===== config.mk =====
export PLATFORM = sky130hd
export DESIGN_NAME = exp5_unidade_controle_rodadas
export DESIGN_NICKNAME = d
export VERILOG_FILES = /design/src/rtl/exp5_unidade_controle_rodadas.sv
export SDC_FILE = /design/constraint.sdc
export NUM_CORES = 1
export LEC_CHECK = 0
export CAP_MARGIN = 20
export CORE_AREA = 2 2 39 41
export DETAILED_ROUTE_END_ITERATION = 12
export DIE_AREA = 0 0 41 43
export PLACE_DENSITY_LB_ADDON = 0.05
export SLEW_MARGIN = 20
export SYNTH_ARGS = -nofsm -noshare
export SYNTH_HDL_FRONTEND = slang
export SYNTH_SLANG_ARGS = --single-unit

===== constraint.sdc =====
create_clock -name clock -period 1.95 [get_ports clock]
set_input_delay 0.39 -clock clock [delete_from_list [all_inputs] [get_ports clock]]
set_output_delay 0.39 -clock clock [all_outputs]
set_load 0.02 [all_outputs]

===== src/rtl/exp5_unidade_controle_rodadas.sv =====
// Round-based control unit for the memory-sequence game.
// Sequences the address counter (E), round-limit counter (L), switch register (R)
// and the memory comparator; reports win, wrong move or move timeout.
// Optional feature macro: TIMEOUT_EN (per-move timeout counter and fim_timeout state).
module exp5_unidade_controle_rodadas #(
    parameter int unsigned TIMEOUT_CICLOS = 5000
) (
    input  logic       clock,
    input  logic       reset,
    input  logic       iniciar,
    input  logic       jogada,
    input  logic       chavesIgualMemoria,
    input  logic       fimE,
    input  logic       fimL,
    output logic       zeraE,
    output logic       contaE,
    output logic       zeraL,
    output logic       contaL,
    output logic       zeraR,
    output logic       registraR,
    output logic       pronto,
    output logic       ganhou,
    output logic       perdeu,
    output logic       timeout_out,
    output logic [3:0] db_estado
);

    typedef enum logic [3:0] {
        INICIAL        = 4'h0,
        PREPARACAO     = 4'h1,
        INICIA_RODADA  = 4'h2,
        ESPERA_JOGADA  = 4'h3,
        REGISTRA       = 4'h4,
        COMPARACAO     = 4'h5,
        PROXIMA_JOGADA = 4'h6,
        PROXIMA_RODADA = 4'h7,
        FIM_TIMEOUT    = 4'hD,
        FIM_ERROU      = 4'hE,
        FIM_ACERTOU    = 4'hF
    } estado_t;

    localparam logic [3:0] DB_ILEGAL = 4'hC;

    estado_t state;
    estado_t state_next;
    logic    expirou;

`ifdef TIMEOUT_EN
    localparam int unsigned TIMER_W = (TIMEOUT_CICLOS > 1) ? $clog2(TIMEOUT_CICLOS) : 1;

    logic [TIMER_W-1:0] timer;

    assign expirou = (timer == TIMER_W'(TIMEOUT_CICLOS - 1));

    // Per-move timer: counts idle cycles in espera_jogada, cleared elsewhere; stops at the limit.
    always_ff @(posedge clock) begin
        if (reset) begin
            timer <= '0;
        end else if (state != ESPERA_JOGADA) begin
            timer <= '0;
        end else if (!jogada && !expirou) begin
            timer <= timer + TIMER_W'(1);
        end
    end
`else
    assign expirou = 1'b0;

    // Without the timer the move window is unbounded; TIMEOUT_CICLOS has no effect.
    if (TIMEOUT_CICLOS < 2) begin : g_timeout_sem_efeito
    end
`endif

    // State register with synchronous reset.
    always_ff @(posedge clock) begin
        if (reset) begin
            state <= INICIAL;
        end else begin
            state <= state_next;
        end
    end

    // Next-state logic.
    always_comb begin
        state_next = state;
        case (state)
            INICIAL:        if (iniciar) state_next = PREPARACAO;
            PREPARACAO:     state_next = INICIA_RODADA;
            INICIA_RODADA:  state_next = ESPERA_JOGADA;
            ESPERA_JOGADA: begin
                if (jogada)       state_next = REGISTRA;
                else if (expirou) state_next = FIM_TIMEOUT;
            end
            REGISTRA:       state_next = COMPARACAO;
            COMPARACAO: begin
                if (!chavesIgualMemoria) state_next = FIM_ERROU;
                else if (!fimE)          state_next = PROXIMA_JOGADA;
                else if (!fimL)          state_next = PROXIMA_RODADA;
                else                     state_next = FIM_ACERTOU;
            end
            PROXIMA_JOGADA: state_next = ESPERA_JOGADA;
            PROXIMA_RODADA: state_next = INICIA_RODADA;
            FIM_ACERTOU,
            FIM_ERROU,
            FIM_TIMEOUT:    if (iniciar) state_next = PREPARACAO;
            default:        state_next = INICIAL;
        endcase
    end

    // Moore output decode from the state register only.
    always_comb begin
        zeraE       = 1'b0;
        contaE      = 1'b0;
        zeraL       = 1'b0;
        contaL      = 1'b0;
        zeraR       = 1'b0;
        registraR   = 1'b0;
        pronto      = 1'b0;
        ganhou      = 1'b0;
        perdeu      = 1'b0;
        timeout_out = 1'b0;
        db_estado   = state;
        case (state)
            INICIAL, PREPARACAO: begin
                zeraE = 1'b1;
                zeraL = 1'b1;
                zeraR = 1'b1;
            end
            INICIA_RODADA:  zeraE = 1'b1;
            ESPERA_JOGADA:  ;
            REGISTRA:       registraR = 1'b1;
            COMPARACAO:     ;
            PROXIMA_JOGADA: contaE = 1'b1;
            PROXIMA_RODADA: contaL = 1'b1;
            FIM_ACERTOU: begin
                pronto = 1'b1;
                ganhou = 1'b1;
            end
            FIM_ERROU: begin
                pronto = 1'b1;
                perdeu = 1'b1;
            end
            FIM_TIMEOUT: begin
                pronto = 1'b1;
`ifdef TIMEOUT_EN
                timeout_out = 1'b1;
`endif
            end
            default:        db_estado = DB_ILEGAL;
        endcase
    end

endmodule


Word level (Yosys, flattened, before mapping)
Index checks and enable logic that the tools add are counted.
{ "op_classes": {"reduce_logical": 9, "eq_ne": 12, "muxes": 15} }
{ "op_table": {"columns": ["operator", "n"], "rows": [
  ["2-to-1 mux 4 bit", 6],
  ["one-hot mux 4 bit (6 select lines)", 1],
  ["== test 4 x 3 -> 1 bit, second input constant", 4],
  ["== test 4 bit, second input constant", 3],
  ["OR reduction 11 bit", 1],
  ["== test 4 x 2 -> 1 bit, second input constant", 2],
  ["2-to-1 mux 1 bit", 8],
  ["OR reduction 2 bit", 3],
  ["OR reduction 3 bit", 2],
  ["== test 4 x 1 -> 1 bit, second input constant", 1],
  ["zero test 4 bit", 1],
  ["OR reduction 4 bit", 1],
  ["!= test 2 x 1 -> 1 bit, second input constant", 1],
  ["!= test 2 bit, second input constant", 1],
  ["AND reduction 2 bit", 1]
]} }
{ "word_totals": {"ff_bits": 4, "out_inout_bits": 14, "word_cells": 37} }

Depth between registers and ports, before layout
{ "depth": {"depth_word": 4, "ltp_mapped": 5, "ltp_nobuf": 4} }

Least setup slack after synthesis
No wires, ideal clock.
{ "synth_path": {"path_type": "register -> output", "start": "register state[2]", "end": "output zeraR", "t_required_ns": 1.560, "arrival_ns": 1.384, "path_slack_ns": 0.176, "path_stages_with_launch": 5, "cell_sequence": "dfxtp_1 buf_2 or2_2 nor2_1 buf_4"} }
{ "synth_between": {"elab_chain_len": 3, "elab_cells_between_ends": 4, "cone_classes": "eq/ne (1); mux (1); reduce/logical (2)"} }
{ "synth_lines": {"columns": ["element", "line_no", "source"], "rows": [
  ["start: declaration", "44", "estado_t state;"],
  ["start signal: assignment", "78", "state <= state_next;"],
  ["== test 4 x 1 -> 1 bit / zero test 4 bit (equally long branches)", null, null],
  ["OR reduction 2 bit (*)", null, null],
  ["2-to-1 mux 1 bit (*)", null, null],
  ["end: declaration", "19", "output logic zeraR,"]
]} }
Mark *: on every way between the ends. The rest lies on a longest branch, timed or not.

Final worst setup path
{ "layout_path": {"start": "register state[2]", "end": "output db_estado[2]"} }
{ "layout_between": {"elab_chain_len": 3, "elab_cells_between_ends": 13, "cone_classes": "eq/ne (10); mux (1); reduce/logical (2)"} }
{ "layout_lines": {"columns": ["element", "line_no", "source"], "rows": [
  ["== test 4 bit (tied with other cells)", "122", "case (state)"],
  ["OR reduction 11 bit (no line)", null, null],
  ["2-to-1 mux 4 bit (*)", "122", null],
  ["end: declaration", "25", "output logic [3:0] db_estado"]
]} }
Marked as above.

==> flow_summary_export.csv <==
group,metric,value,unit
global_routing,grt_start_max_net_pins,17,
die,num_rows,14,
sta,final-max-slew-violation-count,0,
logic_synthesis,synth_edf_count,0,
clock_tree,clock_sinks,4,
die,coreArea,1380,µm²
route,vias_per_cell,5.03,
clock_tree,cts_root_buf,"clkbuf_4",
die,die-area,1760,µm²
die,ios,21,
logic_synthesis,yosysTopAreaCellShare,21.2,%
logic_synthesis,async_flop_share,0,%
global_routing,grt_antenna_before_repair,0,
run,cap_viol_max_count,0,
worst_setup_path,startpoint,"state[2]",
run_status,status,"complete, no violations",
layout,stdcell_count,94,
global_routing,overflow,0,
worst_setup_path,path_buf_inv,1,
global_routing,grt_pass1_wl,1930,µm
worst_hold_path,hp-start,"state[1]",
placement,dpl_cell_area,604,µm²
worst_setup_path,cp_data_required_time,1.56,ns
route,vias,473,
power_and_ir_drop,p_per_area,976,nW/µm²
route,wl_per_cell,12.4,µm
sta,final-setup-viol-count,0,
worst_setup_path,crit_end,"db_estado[2]",
layout,final_common_cell,"clkdlybuf4s50_1",
worst_setup_path,path_max_fanout,6,
route,drtPass1Iterations,2,
placement,dp_slack,0.163,ns
logic_synthesis,ys_seq_area_share,21.2,%
logic_synthesis,yosysTopAreaCell,"dfxtp_1",
logic_synthesis,synth.net_count,63,
worst_setup_path,worst_setup_path_start_kind,"register",
worst_setup_path,r2r_end,"state[0]",
layout,fillerInstances,155,
worst_setup_path,path_delay_family,"buffers and inverters",
route,ant_nets,0,
layout,largest_reg_flops,4,
worst_setup_path,reg2reg_from,"state[1]",
layout,finalInstanceArea,634,µm²
placement,numPortBuffers,19,
logic_synthesis,syn_avg_cell_area,6.75,µm²
clock_tree,clock_path_buffers,2,
worst_setup_path,cp.depth,2,
logic_synthesis,ys_warn_count,0,
sta,setup_tns,0,ns
worst_setup_path,worst-setup-path-type,"reg -> out",
route,drt_wl_total,1160,µm
sta,max_freq,544,MHz
die,die_x,41,µm
worst_setup_path,max_stage_delay,0.55,ns
layout,final_cell_mix,"8 x clkdlybuf4s50_1, 7 x buf_4, 6 x nand2_1, 6 x nor2_1, 6 x dlygate4sd2_1",
layout,final_core_util,45.8,%
worst_setup_path,worstPathCellList,"or2_2 > clkdlybuf4s50_1",
sta,rsz0062_at_grt,"no",
clock_tree,clk_pin_slew,0.04,ns
worst_setup_path,r2r_setup_slack,0.31,ns
route,drt-initial-drc-count,2,
layout,antenna_cells,0,
sta,timing.final.crit_share,94.3,%
logic_synthesis,ys.flop_type,"dfxtp_1",
power_and_ir_drop,p_leak,0.343,nW
power_and_ir_drop,ir_drop,414,µV
logic_synthesis,synth.distinct_cells,28,
worst_hold_path,hold_class,"reg -> reg",
sta,hold_violations,0,
worst_setup_path,cpMaxStageDelayCell,"clkdlybuf4s50_1",
logic_synthesis,synthesis.area,378,µm²
clock_tree,cts_inserted_buffers,3,
clock_tree,clk_latency,0.24,ns
global_routing,grt_use_total,15.2,%
sta,timing.final.crit_period,1.84,ns
die,die_height,43,µm
layout,final_net_count,87,
placement,place.gp.congestion,0.725,
worst_setup_path,worst_setup_path_end_kind,"primary output",
clock_tree,tritoncts,"built",
worst_setup_path,worstRegToRegCells,4,
layout,reg.largest.list,"state: 4 flops",
sta,worst_slack,0.111,ns
layout,area_growth,67.9,%
logic_synthesis,syn_inst,56,
placement,dp.cells,91,
die,start_util,27.3,%
route,drc,0,
logic_synthesis,yosys-top-cells-area,"dfxtp_1 21%, a21oi_1 6.6%, nand2_1 6.0%",
logic_synthesis,ys_ff_latch,4,
clock_tree,htreeDepth,1,
layout,layout-drive-gt1-share,17.9,%
layout,regMostFlops,"state",
sta,skew,0.00359,ns
worst_setup_path,critPathArrivalTime,1.45,ns
placement,hpwl,850,µm
global_routing,first_global_vias,447,
## cells by family after synthesis
family / count (synthesis) / share of synthesized area [%]
AOI/OAI and AO/OA: 18 / 33.1
buffers and inverters: 8 / 10.6
DFF: 4 / 21.2
other: 1 / 0.992
and+or+nand+nor: 25 / 34.1
## layout make-up
class | count | area [µm²] | share of cell area, %
clock buffers | 3 | 22.5 | 3.55
inverters | 1 | 3.75 | 0.592
well taps | 16 | 20.0 | 3.16
flip-flops and latches | 4 | 82.6 | 13.0
repair buffers | 26 | 248 | 39.1
multi-input cells | 44 | 258 | 40.6
## layer usage
| metal | global-route usage, % | share of wire [%] |
|---|---|---|
| met2 | 23.8 | 46 |
| met1 | 20.5 | 48 |
| met3 | 4.71 | 5.9 |
| met4 | 2.00 | 0 |
| met5 | 0 | 0 |
## cells in the mapped netlist, types with 2 or more instances
master	count
buf_4	2
nor3_1	3
clkbuf_1	3
nand2_1	6
a311oi_1	2
buf_2	2
nor2_1	6
and2_1	2
a21oi_1	5
nand2b_1	2
dfxtp_1	4
o21ai_0	3
## worst register-to-register path, stage by stage (launching register included)
cell,delay (ns)
dfxtp_2,0.36
buf_4,0.17
or4_1,0.52
a21o_1,0.23
a311oi_1,0.26
## per-stage QoR
step           power [mW]  hold WS, ns
2_1_floorplan       0.372        0.459
3_3_place_gp        0.545        0.715
3_5_place_dp        0.538        0.729
4_1_cts             0.631        0.714
5_1_grt             0.669        0.756
6_report            0.619        0.698
## how the worst min path moves through the flow
stage,to,slack [ns],cells after the start
after floorplan,state[3],0.46,1
after global placement,state[3],0.72,3
after detailed placement,state[2],0.73,4
after CTS,state[2],0.71,3
after global routing,state[1],0.76,3
final,state[2],0.70,3
## where the power goes
group | internal [mW] | total [mW] | switching [mW]
Combinational | 0.177 | 0.376 | 0.199
Clock | 0.0690 | 0.104 | 0.0353
Sequential | 0.104 | 0.139 | 0.0347
## repair_timing
action | in CTS | in global routing
setup buffers | 0 | 0
hold buffers | 0 | 0
setup endpoints to repair | 9 | 5
gates resized for setup | 8 | 5
(Power assumes the default switching activity.)
